[src/rtl/tt_accum_pkg.sv]
`default_nettype none
// ============================================================================
// Module   : tt_accum_pkg
// Purpose  : Shared definitions for the accumulator-bank tile: opcode
//            encodings, uio pin bit positions and the readback view type.
// Ports    : none (package)
// Revision : 1.0 - initial release
// ============================================================================
package tt_accum_pkg;

  // Command opcodes carried on uio_in[2:0]
  localparam logic [2:0] OP_NOP   = 3'b000;
  localparam logic [2:0] OP_LOAD  = 3'b001;
  localparam logic [2:0] OP_ADD   = 3'b010;
  localparam logic [2:0] OP_SUB   = 3'b011;
  localparam logic [2:0] OP_CLR   = 3'b100;
  localparam logic [2:0] OP_ADDS  = 3'b101;
  localparam logic [2:0] OP_SHL   = 3'b110;
  localparam logic [2:0] OP_FLAGS = 3'b111;

  // Bit positions within uio_in
  localparam int UIO_OP_LO  = 0;
  localparam int UIO_OP_HI  = 2;
  localparam int UIO_SEL_LO = 3;
  localparam int UIO_SEL_HI = 4;
  localparam int UIO_STB    = 5;
  localparam int UIO_BYTE   = 6;
  localparam int UIO_SAT    = 7;

  // What uo_out shows: an accumulator byte or the overflow flags
  typedef enum logic {
    VIEW_DATA  = 1'b0,
    VIEW_FLAGS = 1'b1
  } view_t;

endpackage : tt_accum_pkg
`default_nettype wire

[src/rtl/tt_strobe_sync.sv]
`default_nettype none
// ============================================================================
// Module   : tt_strobe_sync
// Purpose  : Multi-flop synchroniser for the asynchronous command strobe,
//            followed by a rising-edge detector producing a one-cycle pulse.
// Ports    : clk      - clock
//            rst_n    - asynchronous active-low reset
//            i_strobe - raw strobe pin
//            o_pulse  - one-cycle pulse per synchronised rising edge
// Revision : 1.0 - initial release
// ============================================================================
module tt_strobe_sync
  import tt_accum_pkg::*;
#(
  parameter int SYNC_STAGES = 2
) (
  input  logic clk,
  input  logic rst_n,
  input  logic i_strobe,
  output logic o_pulse
);

  logic [SYNC_STAGES-1:0] r_sync;
  logic                   r_prev;

  // All flops reset to 1 so a strobe already high at reset release is seen
  // as a steady level, not a fresh rising edge.
  always_ff @(posedge clk or negedge rst_n) begin
    if (!rst_n) begin
      r_sync <= '1;
      r_prev <= 1'b1;
    end else begin
      r_sync <= {r_sync[SYNC_STAGES-2:0], i_strobe};
      r_prev <= r_sync[SYNC_STAGES-1];
    end
  end

  assign o_pulse = r_sync[SYNC_STAGES-1] & ~r_prev;

endmodule : tt_strobe_sync
`default_nettype wire

[src/rtl/tt_um_accum_bank.sv]
`default_nettype none
// ============================================================================
// Module   : tt_um_accum_bank
// Purpose  : Tile top holding a bank of NUM_ACC accumulators driven by
//            strobed 8-bit commands, with optional saturation, sticky
//            overflow flags and registered byte-wide readback.
// Ports    : clk     - clock
//            rst_n   - asynchronous active-low reset
//            ena     - tile enable (unused)
//            ui_in   - operand A
//            uio_in  - [2:0] opcode, [4:3] select, [5] strobe,
//                      [6] byte select, [7] saturate enable
//            uo_out  - registered readback byte
//            uio_out - constant 0
//            uio_oe  - constant 0 (uio pins are inputs)
// Revision : 1.0 - initial release
// ============================================================================
module tt_um_accum_bank
  import tt_accum_pkg::*;
#(
  parameter int ACC_W       = 16,
  parameter int NUM_ACC     = 4,
  parameter int SYNC_STAGES = 2
) (
  input  logic       clk,
  input  logic       rst_n,
  input  logic       ena,
  input  logic [7:0] ui_in,
  input  logic [7:0] uio_in,
  output logic [7:0] uo_out,
  output logic [7:0] uio_out,
  output logic [7:0] uio_oe
);

  // Select bits beyond the bank size are dropped
  localparam logic [1:0] c_sel_mask = 2'(NUM_ACC - 1);

  logic [ACC_W-1:0]   r_acc [NUM_ACC];
  logic [NUM_ACC-1:0] r_ovf;
  view_t              r_view;
  logic [7:0]         r_uo;

  logic             w_fire;
  logic [2:0]       w_op;
  logic [1:0]       w_sel;
  logic             w_sat;
  logic [ACC_W-1:0] w_cur;
  logic [ACC_W-1:0] w_a_zx;
  logic [ACC_W-1:0] w_a_sx;
  logic [ACC_W:0]   w_sum;
  logic [ACC_W:0]   w_dif;
  logic [ACC_W-1:0] w_sadd;
  logic [ACC_W-1:0] w_next;
  logic             w_ovf;
  logic             w_clr_ovf;
  logic [ACC_W-1:0] w_hi_shift;
  logic [7:0]       w_flags;
  logic             w_unused;

  assign w_unused = ena;

  tt_strobe_sync #(
    .SYNC_STAGES (SYNC_STAGES)
  ) u_strobe_sync (
    .clk      (clk),
    .rst_n    (rst_n),
    .i_strobe (uio_in[UIO_STB]),
    .o_pulse  (w_fire)
  );

  assign w_op  = uio_in[UIO_OP_HI:UIO_OP_LO];
  assign w_sel = uio_in[UIO_SEL_HI:UIO_SEL_LO] & c_sel_mask;
  assign w_sat = uio_in[UIO_SAT];

  // Currently selected accumulator: operand for execution and readback source
  always_comb begin
    w_cur = '0;
    for (int i = 0; i < NUM_ACC; i++) begin
      if (w_sel == 2'(i)) w_cur = r_acc[i];
    end
  end

  assign w_a_zx = {{(ACC_W-8){1'b0}}, ui_in};
  assign w_a_sx = {{(ACC_W-8){ui_in[7]}}, ui_in};
  assign w_sum  = {1'b0, w_cur} + {1'b0, w_a_zx};
  assign w_dif  = {1'b0, w_cur} - {1'b0, w_a_zx};
  assign w_sadd = w_cur + w_a_sx;

  // Next value and overflow for the selected accumulator
  always_comb begin
    w_next    = w_cur;
    w_ovf     = 1'b0;
    w_clr_ovf = 1'b0;
    case (w_op)
      OP_LOAD: begin
        w_next    = w_a_zx;
        w_clr_ovf = 1'b1;
      end
      OP_ADD: begin
        w_ovf  = w_sum[ACC_W];
        w_next = (w_ovf && w_sat) ? '1 : w_sum[ACC_W-1:0];
      end
      OP_SUB: begin
        // Extra result bit holds the borrow
        w_ovf  = w_dif[ACC_W];
        w_next = (w_ovf && w_sat) ? '0 : w_dif[ACC_W-1:0];
      end
      OP_CLR: begin
        w_next    = '0;
        w_clr_ovf = 1'b1;
      end
      OP_ADDS: begin
        // Signed overflow: same operand signs, result sign flipped
        w_ovf = (w_cur[ACC_W-1] == ui_in[7]) && (w_sadd[ACC_W-1] != w_cur[ACC_W-1]);
        if (w_ovf && w_sat) begin
          w_next = ui_in[7] ? {1'b1, {(ACC_W-1){1'b0}}} : {1'b0, {(ACC_W-1){1'b1}}};
        end else begin
          w_next = w_sadd;
        end
      end
      OP_SHL: begin
        w_ovf  = w_cur[ACC_W-1];
        w_next = (w_ovf && w_sat) ? '1 : {w_cur[ACC_W-2:0], 1'b0};
      end
      default: begin
        w_next = w_cur;
      end
    endcase
  end

  always_ff @(posedge clk or negedge rst_n) begin
    if (!rst_n) begin
      for (int i = 0; i < NUM_ACC; i++) r_acc[i] <= '0;
      r_ovf  <= '0;
      r_view <= VIEW_DATA;
    end else if (w_fire) begin
      for (int i = 0; i < NUM_ACC; i++) begin
        if (w_sel == 2'(i)) begin
          r_acc[i] <= w_next;
          if (w_clr_ovf)  r_ovf[i] <= 1'b0;
          else if (w_ovf) r_ovf[i] <= 1'b1;
        end
      end
      r_view <= (w_op == OP_FLAGS) ? VIEW_FLAGS : VIEW_DATA;
    end
  end

  // High byte is zero-padded above ACC_W
  assign w_hi_shift = w_cur >> 8;
  assign w_flags    = {{(8-NUM_ACC){1'b0}}, r_ovf};

  always_ff @(posedge clk or negedge rst_n) begin
    if (!rst_n) begin
      r_uo <= 8'h00;
    end else if (r_view == VIEW_FLAGS) begin
      r_uo <= w_flags;
    end else begin
      r_uo <= uio_in[UIO_BYTE] ? w_hi_shift[7:0] : w_cur[7:0];
    end
  end

  assign uo_out  = r_uo;
  assign uio_out = 8'h00;
  assign uio_oe  = 8'h00;

endmodule : tt_um_accum_bank
`default_nettype wire

[config.mk]
export PLATFORM = sky130hd
export DESIGN_NAME = tt_um_accum_bank
export DESIGN_NICKNAME = d
export VERILOG_FILES = /design/src/rtl/tt_accum_pkg.sv /design/src/rtl/tt_strobe_sync.sv /design/src/rtl/tt_um_accum_bank.sv
export SDC_FILE = /design/constraint.sdc
export NUM_CORES = 1
export LEC_CHECK = 0
export ABC_AREA = 1
export ABC_CLOCK_PERIOD_IN_PS = 2700
export CORE_ASPECT_RATIO = 1.25
export CORE_MARGIN = 2
export CORE_UTILIZATION = 40
export DETAILED_ROUTE_END_ITERATION = 6
export DONT_BUFFER_PORTS = 1
export SLEW_MARGIN = 15
export SYNTH_ARGS = -nofsm -noshare
export SYNTH_HDL_FRONTEND = slang
export SYNTH_SLANG_ARGS = --single-unit
[constraint.sdc]
create_clock -name clk -period 2.7 [get_ports clk]
set_input_delay 0.54 -clock clk [delete_from_list [all_inputs] [get_ports clk]]
set_output_delay 0.54 -clock clk [all_outputs]
set_load 0.01 [all_outputs]
==> results of run 1 <==
-- state kept, by name (all words and copies together) (netlist names) --
signal                flops
r_ovf                     4
u_strobe_sync.r_sync      2
uo_out                    8
r_acc                    64
u_strobe_sync.r_prev      1
r_view                    1
-- area by class of cell --
class	count	share of cell area [%]
repair inverters	1	0.0569
multi-input cells	744	51.7
flip-flops and latches	80	22.8
inverters	87	3.95
clock buffers	11	2.76
clock inverters	5	0.384
well taps	212	3.02
repair buffers	159	15.3
-- cells in the final DEF (no fill, tap or decap), types with 6 or more instances in the layout --
cell / count
buf_6: 9
nand4_1: 13
nand3_1: 77
inv_1: 54
a21oi_2: 10
nor2_1: 36
nand3b_1: 7
ha_1: 10
a21oi_1: 29
o21ai_2: 6
o21ai_1: 7
o21ai_0: 24
nand3_4: 9
buf_4: 141
nand2_1: 324
nor2_4: 6
inv_2: 21
dfrtp_1: 77
xor2_1: 16
nand4_4: 8
nor3_2: 6
ha_4: 13
conb_1: 16
nor2_2: 8
o22ai_1: 7
nand3_2: 25
or2_1: 6
nand2_4: 6
nand2_2: 39
clkbuf_16: 9
-- cells by family (layout without fill, tap and decap cells) --
group	after synthesis	count (layout)
XOR/XNOR	19	19
flip-flops	80	80
other	1	16
buffers and inverters	129	263
AND/OR/NAND/NOR	582	583
adder cells (fa/ha/maj)	25	25
AO/OA/AOI/OAI	101	101
-- cell usage after synthesis (4+ instances only) --
master / n / area share (%)
inv_2: 15 / 0.90
or2_1: 7 / 0.70
buf_6: 5 / 0.90
nor2_1: 45 / 2.7
o21ai_1: 5 / 0.40
ha_1: 23 / 4.6
clkbuf_1: 11 / 0.66
nor2_2: 4 / 0.40
a21oi_1: 40 / 3.2
o21ai_0: 35 / 2.8
clkinv_1: 5 / 0.30
o221ai_1: 4 / 0.56
buf_4: 19 / 2.3
nor3_1: 8 / 0.64
nand2_2: 7 / 0.70
nand2_1: 361 / 22
nand3_1: 106 / 8.5
nand4_2: 8 / 1.6
xor2_1: 17 / 2.4
o22ai_1: 7 / 0.70
inv_1: 67 / 4.0
nand3b_1: 7 / 0.84
buf_2: 7 / 0.56
nand4_1: 13 / 1.3
nand3_2: 4 / 0.64
dfrtp_1: 77 / 31
-- timing repair --
item / in CTS / in global routing
endpoints found under the hold margin: 77 / 0
hold buffers: 1 / 0
pin swaps: 44 / 42
gates cloned: 5 / 0
resized for setup: 113 / 50
endpoints found under the setup margin: 68 / 68
buffers inserted: 17 / 11
-- report_power, final --
group | total (uW) | leakage [uW] | internal [uW] | switching [uW]
logic | 2790 | 0.00324 | 1230 | 1560
clock network | 1160 | 0.000132 | 646 | 513
registers | 1640 | 0.00102 | 1470 | 171
total | 5590 | 0.00439 | 3350 | 2240
-- metrics by stage --
step	hold WS (ns)	utilization (%)	area [sq um]	total power, uW
6_report	0.0236	57.0	8800	5590
5_1_grt	0.0138	57.0	8800	5940
4_1_cts	0.0171	54.9	8480	5410
3_5_place_dp	0.248	48.1	7420	3860
3_3_place_gp	0.248	48.1	7420	3850
2_1_floorplan	0.244	-	6490	3030
-- worst min-delay path by stage --
stage                     start                 endpoint  cells after the start
after floorplan           rst_n                 r_acc[0]                      0
after global placement    rst_n                r_acc[33]                      0
after detailed placement  rst_n                r_acc[33]                      0
after CTS                 rst_n  u_strobe_sync.r_sync[0]                      0
after global routing      rst_n  u_strobe_sync.r_sync[1]                      0
final                     rst_n  u_strobe_sync.r_sync[0]                      0
-- per-layer routing --
metal  routed length [um]  track usage [%]
met5                    0                0
met4                  913             12.5
met1                 8890             32.6
met2                11100             46.8
met3                 1200             3.96
-- critical path: stages --
cell and delay (ns):
clkinvlp_4 0.15, buf_4 0.19, o221ai_4 0.19, o21ai_4 0.12, buf_4 0.15, ha_1 0.22
or2_4 0.29, nand3_4 0.10, nand2_4 0.09, buf_6 0.13, a21oi_2 0.14, xor2_1 0.24
nand2_1 0.13, a21oi_2 0.20, nand3_4 0.13, nand3_1 0.09, nand2_1 0.06
==> flow_summary_export.csv, run 1 <==
group,metric,value,unit
timing,rsz0062_at_grt,"yes",
global_route,gr-total-overflow,0,
place,hpwl,15400,um
finish,layout.cells.non_filler,1299,
synthesis,ys_types,47,
synthesis,synthCells,937,
clock_tree,cts_buffers,9,
synthesis,synthMuxAreaShare,0,%
timing,worst_slew_pin_slew,0.772,ns
setup_path,cp_max_fo,13,
status,violations,"negative setup slack",
floorplan,fp.dieArea,16700,sq um
setup_path,reg2reg_to,"r_acc[37]",
timing,fin_ws,-0.242,ns
detailed_routing,firstDrtPassIters,5,
setup_path,cp.arrival,3.17,ns
synthesis,yosysSeqAreaShare,32.0,%
finish,multi_input_area,4550,sq um
timing,fin_setup_tns,-11.90,ns
clock_tree,clk_latency,0.35,ns
setup_path,startpoint,"uio_in[4]",
floorplan,ioPinCount,43,
job,drv_cap,0,
timing,max_freq,340,MHz
synthesis,synth_top_family_by_area,"simple AND/OR/NAND/NOR gates",
status,status,"complete, but fails checks",
pwr,p_per_area,636,nW/um^2
detailed_routing,route.detailed.wl_per_inst,17.0,um
pwr,p_leak,0.00439,uW
finish,layout-drive-gt1-share,33.3,%
pwr,irDropWorstVdd,0.000310,V
detailed_routing,vias,6861,
global_route,grt_max_degree,78,
detailed_routing,initialDrtViolationCount,587,
setup_path,worstRegToRegCells,19,
floorplan,dieHeight,144,um
setup_path,critPathRequiredTime,2.93,ns
global_route,grt_pass1_wl,34100,um
place,dpl_worst_slack,-0.684,ns
place,io_buffers,0,
detailed_routing,antenna_left,0,
timing,setup_viol,68,
setup_path,reg2reg_from,"r_acc[48]",
synthesis,synth-compound-area-share,8.88,%
timing,drv_slew,0,
clock_tree,numClockSinks,80,
global_route,first_global_vias,6595,
floorplan,initial_core_util,40.6,%
finish,area_delta_synth_final,40.3,%
clock_tree,ctsHtreeMaxLevel,3,
finish,num_antenna_cells,0,
clock_tree,clk_root_buffer_cell,"clkbuf_16",
finish,fill_cells,1466,
timing,hold_violations,0,
finish,seqCellArea,2010,sq um
timing,min_period_over_period,109,%
finish,final_nets,1126,
floorplan,rows,51,
detailed_routing,routed_wl,22100,um
synthesis,synthAdderAreaFrac,5.23,%
setup_path,cp-endpoint,"r_acc[27]",
synthesis,synth_edf_count,0,
global_route,grtUsageTotal,26.9,%
timing,finClkSkew,0.00987,ns
synthesis,synthSimpleGateAreaFrac,41.6,%
worst_hold_path,hp-class,"primary input to async pin",
synthesis,syn-mean-instance-area,6.69,sq um
clock_tree,clk_path_buf_depth,2,
clock_tree,clk_pin_slew_worst_paths,0.07,ns
floorplan,core-area,15400,sq um
synthesis,ys_async_sr_fraction,100,%
detailed_routing,drcViolationCount,0,
setup_path,r2r_slack,-0.22,ns
global_route,antenna_found_initial,0,
synthesis,syn_area,6270,sq um
clock_tree,cts_tree,"done",
place,gp_congestion,0.949,
synthesis,synth-main-ff-cell,"dfrtp_1",
timing,final_period_minus_worst_setup_slack,2.94,ns
synthesis,synth-xor-area-share,2.65,%
timing,max-slew-margin-rel,48.2,%
synthesis,synth_warnings,0,
place,dp.cells,1249,
setup_path,crit_path_end_kind,"register",
setup_path,critPathLaunchType,"primary input",
floorplan,die_x,116,um
setup_path,worstSetupPathType,"primary input to register",
detailed_routing,routed_via_density,5.28,
synthesis,ys_seq_elements,80,
Note: power is estimated with default switching activity, not from simulation.
==> run 2: changes to the inputs <==
--- a/config.mk
+++ b/config.mk
@@ -6,13 +6,15 @@
 export NUM_CORES = 1
 export LEC_CHECK = 0
 export ABC_AREA = 1
-export ABC_CLOCK_PERIOD_IN_PS = 2700
+export ABC_CLOCK_PERIOD_IN_PS = 3600
 export CORE_ASPECT_RATIO = 1.25
 export CORE_MARGIN = 2
 export CORE_UTILIZATION = 40
 export DETAILED_ROUTE_END_ITERATION = 6
 export DONT_BUFFER_PORTS = 1
+export SETUP_SLACK_MARGIN = 0.5
 export SLEW_MARGIN = 15
 export SYNTH_ARGS = -nofsm -noshare
 export SYNTH_HDL_FRONTEND = slang
+export SYNTH_HIERARCHICAL = 1
 export SYNTH_SLANG_ARGS = --single-unit
==> constraint.sdc (replaced) <==
create_clock -name clk -period 3.6 [get_ports clk]
set_input_delay 0.72 -clock clk [delete_from_list [all_inputs] [get_ports clk]]
set_output_delay 0.72 -clock clk [all_outputs]
set_load 0.01 [all_outputs]
==> run 2 against run 1 <==
Effect of this change:
- design area is 12% lower
- the run now ends clean
- synthesized cell count decreased by 0.85%
- first-iteration DRC count is 0.85% lower
- sequential share of layout area up 3.0 points
- via count shrank 8.0%
==> flow_summary_export.csv, run 2 <==
group,metric,value,unit
place,placed_area,6910,sq um
finish,utilization,51.5,%
finish,layout-drive-gt1-share,24.7,%
detailed_routing,drcViolationCount,0,
job,drv_cap,0,
pwr,internal_power,2290,uW
synthesis,ys_types,45,
synthesis,ys_async_sr_fraction,100,%
floorplan,die_x,115,um
setup_path,crit_chain,"inv_8 -> nor2_4 -> a22o_1 -> inv_2 -> nand3_4 -> ha_4 -> inv_2 -> fa_2 -> or2_4 -> o21ai_4 -> nand2_2 -> nand2_4 -> buf_6 -> nand3_2 -> nand2_2 -> inv_2 -> a21oi_2 -> nand4_1 -> nand3_1 -> nand2_1",
setup_path,critPathRequiredTime,3.83,ns
timing,min_period_over_period,85.6,%
finish,largest_reg_flops,64,
global_route,grt_pass1_wl,30700,um
clock_tree,clk_latency,0.35,ns
finish,stdcell_area,7760,sq um
setup_path,critPathLaunchType,"primary input",
floorplan,core-area,15100,sq um
synthesis,synth-main-ff-cell,"dfrtp_1",
global_route,grt_max_degree,81,
floorplan,ioPinCount,43,
timing,rsz0062_at_grt,"yes",
floorplan,fp.dieArea,16500,sq um
pwr,combPwrFrac,44.5,%
detailed_routing,routed_wl,20000,um
pwr,p_per_area,490,nW/um^2
synthesis,synth_warnings,6,
finish,area_delta_synth_final,25.5,%
synthesis,synth_commonest_cells,"nand2_1, nand3_1, inv_1",
setup_path,critPathSlowestCell,"fa_2",
pwr,switchingPower,1520,uW
worst_hold_path,hp-class,"primary input to async pin",
timing,finClkSkew,0.0117,ns
synthesis,netlist.area_leader.share,31.1,%
setup_path,max_stage_delay,0.33,ns
global_route,gr-total-overflow,0,
detailed_routing,antenna_left,0,
setup_path,worstSetupPathType,"primary input to register",
global_route,grtUsageTotal,24.0,%
clock_tree,cts_buffers,9,
synthesis,syn-mean-instance-area,6.66,sq um
floorplan,rows,50,
finish,num_antenna_cells,0,
detailed_routing,firstDrtPassIters,7,
setup_path,crit_path_end_kind,"register",
setup_path,cp_num_buf_inv,5,
pwr,p_leak,0.00397,uW
synthesis,synth_area_leaders,"dfrtp_1, nand2_1, nand3_1",
timing,max-slew-margin-rel,51.2,%
setup_path,cp.arrival,3.31,ns
clock_tree,hold_buffers,0,
clock_tree,clk_pin_slew_worst_paths,0.06,ns
pwr,p_sw_share,39.9,%
detailed_routing,route.detailed.wl_per_inst,16.4,um
timing,max_freq,325,MHz
detailed_routing,initialDrtViolationCount,582,
finish,fill_cells,1519,
place,io_buffers,0,
pwr,irDropWorstVdd,0.000258,V
finish,final_nets,1048,
setup_path,cp_common_cell,"inv_2",
timing,hold_violations,0,
synthesis,synth_edf_count,0,
synthesis,yosysTopAreaCell,"dfrtp_1",
place,hpwl,14800,um
finish,top_register,"r_acc",
floorplan,dieHeight,143,um
clock_tree,clk_path_buf_depth,2,
timing,worst_slew_pin_slew,0.727,ns
synthesis,ys_seq_elements,80,
clock_tree,numClockSinks,80,
place,gp_congestion,0.992,
pwr,pwr-share-clk,23.5,%
clock_tree,ctsHtreeMaxLevel,3,
global_route,first_global_vias,6000,
pwr,seqPwrFrac,32.0,%
timing,setup_viol,0,
timing,drv_slew,0,
clock_tree,clk_root_buffer_cell,"clkbuf_16",
finish,mostFrequentLayoutCell,"nand2_1",
detailed_routing,routed_via_density,5.19,
detailed_routing,vias,6313,
setup_path,crit_family,"simple AND/OR/NAND/NOR gates",
synthesis,syn_area,6190,sq um
synthesis,synthCells,929,
pwr,power,3810,uW
status,status,"finished, final reports clean",
timing,final_period_minus_worst_setup_slack,3.08,ns
synthesis,synth_most_common_cell,"nand2_1",
finish,final_cell_mix,"nand2_1, nand3_1, buf_4",
synthesis,yosysSeqAreaShare,32.4,%
setup_path,cp_max_fo,17,
global_route,antenna_found_initial,0,
floorplan,initial_core_util,41.0,%
clock_tree,cts_tree,"done",
[run 2: metal layers]
metal / GRT usage (%) / vias up / share of wire (%)
li1: - / 3125 / -
met1: 29.9 / 2958 / 42
met2: 41.0 / 177 / 49
met3: 3.18 / 53 / 4.7
met4: 10.8 / 0 / 4.0
met5: 0 / - / 0
[run 2: layout make-up]
cell class	count	area, sq um	area share (%)
Timing Repair Buffer	91	722	9.30
Tap cell	208	260	3.35
Inverter	94	370	4.77
Sequential cell	80	2010	25.8
Clock inverter	6	50.0	0.645
Multi-Input combinational cell	728	4120	53.0
Clock buffer	10	239	3.08
[run 2: kinds of logic (layout without fill, tap and decap cells)]
| logic type | count (synthesis) | count (layout) | synth area share, % |
|---|---|---|---|
| adder cells (fa/ha/maj) | 25 | 25 | 5.30 |
| other | 1 | 16 | 0.0606 |
| buffers and inverters | 137 | 201 | 9.97 |
| XOR/XNOR | 12 | 12 | 1.70 |
| AND/OR/NAND/NOR | 559 | 560 | 39.9 |
| AO/OA/AOI/OAI | 115 | 115 | 10.6 |
| flip-flops | 80 | 80 | 32.4 |
[run 2: final timing paths]
check                                         from                       to  slack (ns)  cells after the start
max reg2reg                              r_acc[19]                r_acc[27]        0.70                     21
min reg2reg                u_strobe_sync/r_sync[0]  u_strobe_sync/r_sync[1]        0.36                      0
max                                      uio_in[3]                r_acc[26]        0.52                     20
min in group clk           u_strobe_sync/r_sync[0]  u_strobe_sync/r_sync[1]        0.36                      0
max in group asynchronous                    rst_n     u_strobe_sync/r_prev        3.31                      0
min                                          rst_n                r_acc[63]        0.07                      0
[run 2: what timing repair did]
item | 4_1_cts | 5_1_grt
pin swaps | 11 | 43
gates cloned | 0 | 1
endpoints found under the setup margin | 68 | 68
gates resized for setup | 14 | 93
setup buffers | 4 | 10
[run 2: power by group through the flow]
stage	Combinational [uW]	Clock [uW]	Sequential, uW
2_1_floorplan	1020	0	1200
3_3_place_gp	1460	0	1230
3_5_place_dp	1480	0	1230
4_1_cts	1520	904	1210
5_1_grt	1870	933	1240
6_report	1690	893	1220
[run 2: stage by stage]
step | TNS, ns | worst slack, ns | hold slack [ns] | std cells
after floorplan | 0 | 0.283 | 0.345 | 944
after global placement | -0.0480 | -0.0127 | 0.345 | 1186
after detailed placement | -0.502 | -0.0554 | 0.347 | 1186
after CTS | 0 | 0.480 | 0.0626 | 1206
after global routing | 0 | 0.402 | 0.0656 | 1217
final | 0 | 0.519 | 0.0688 | 1217
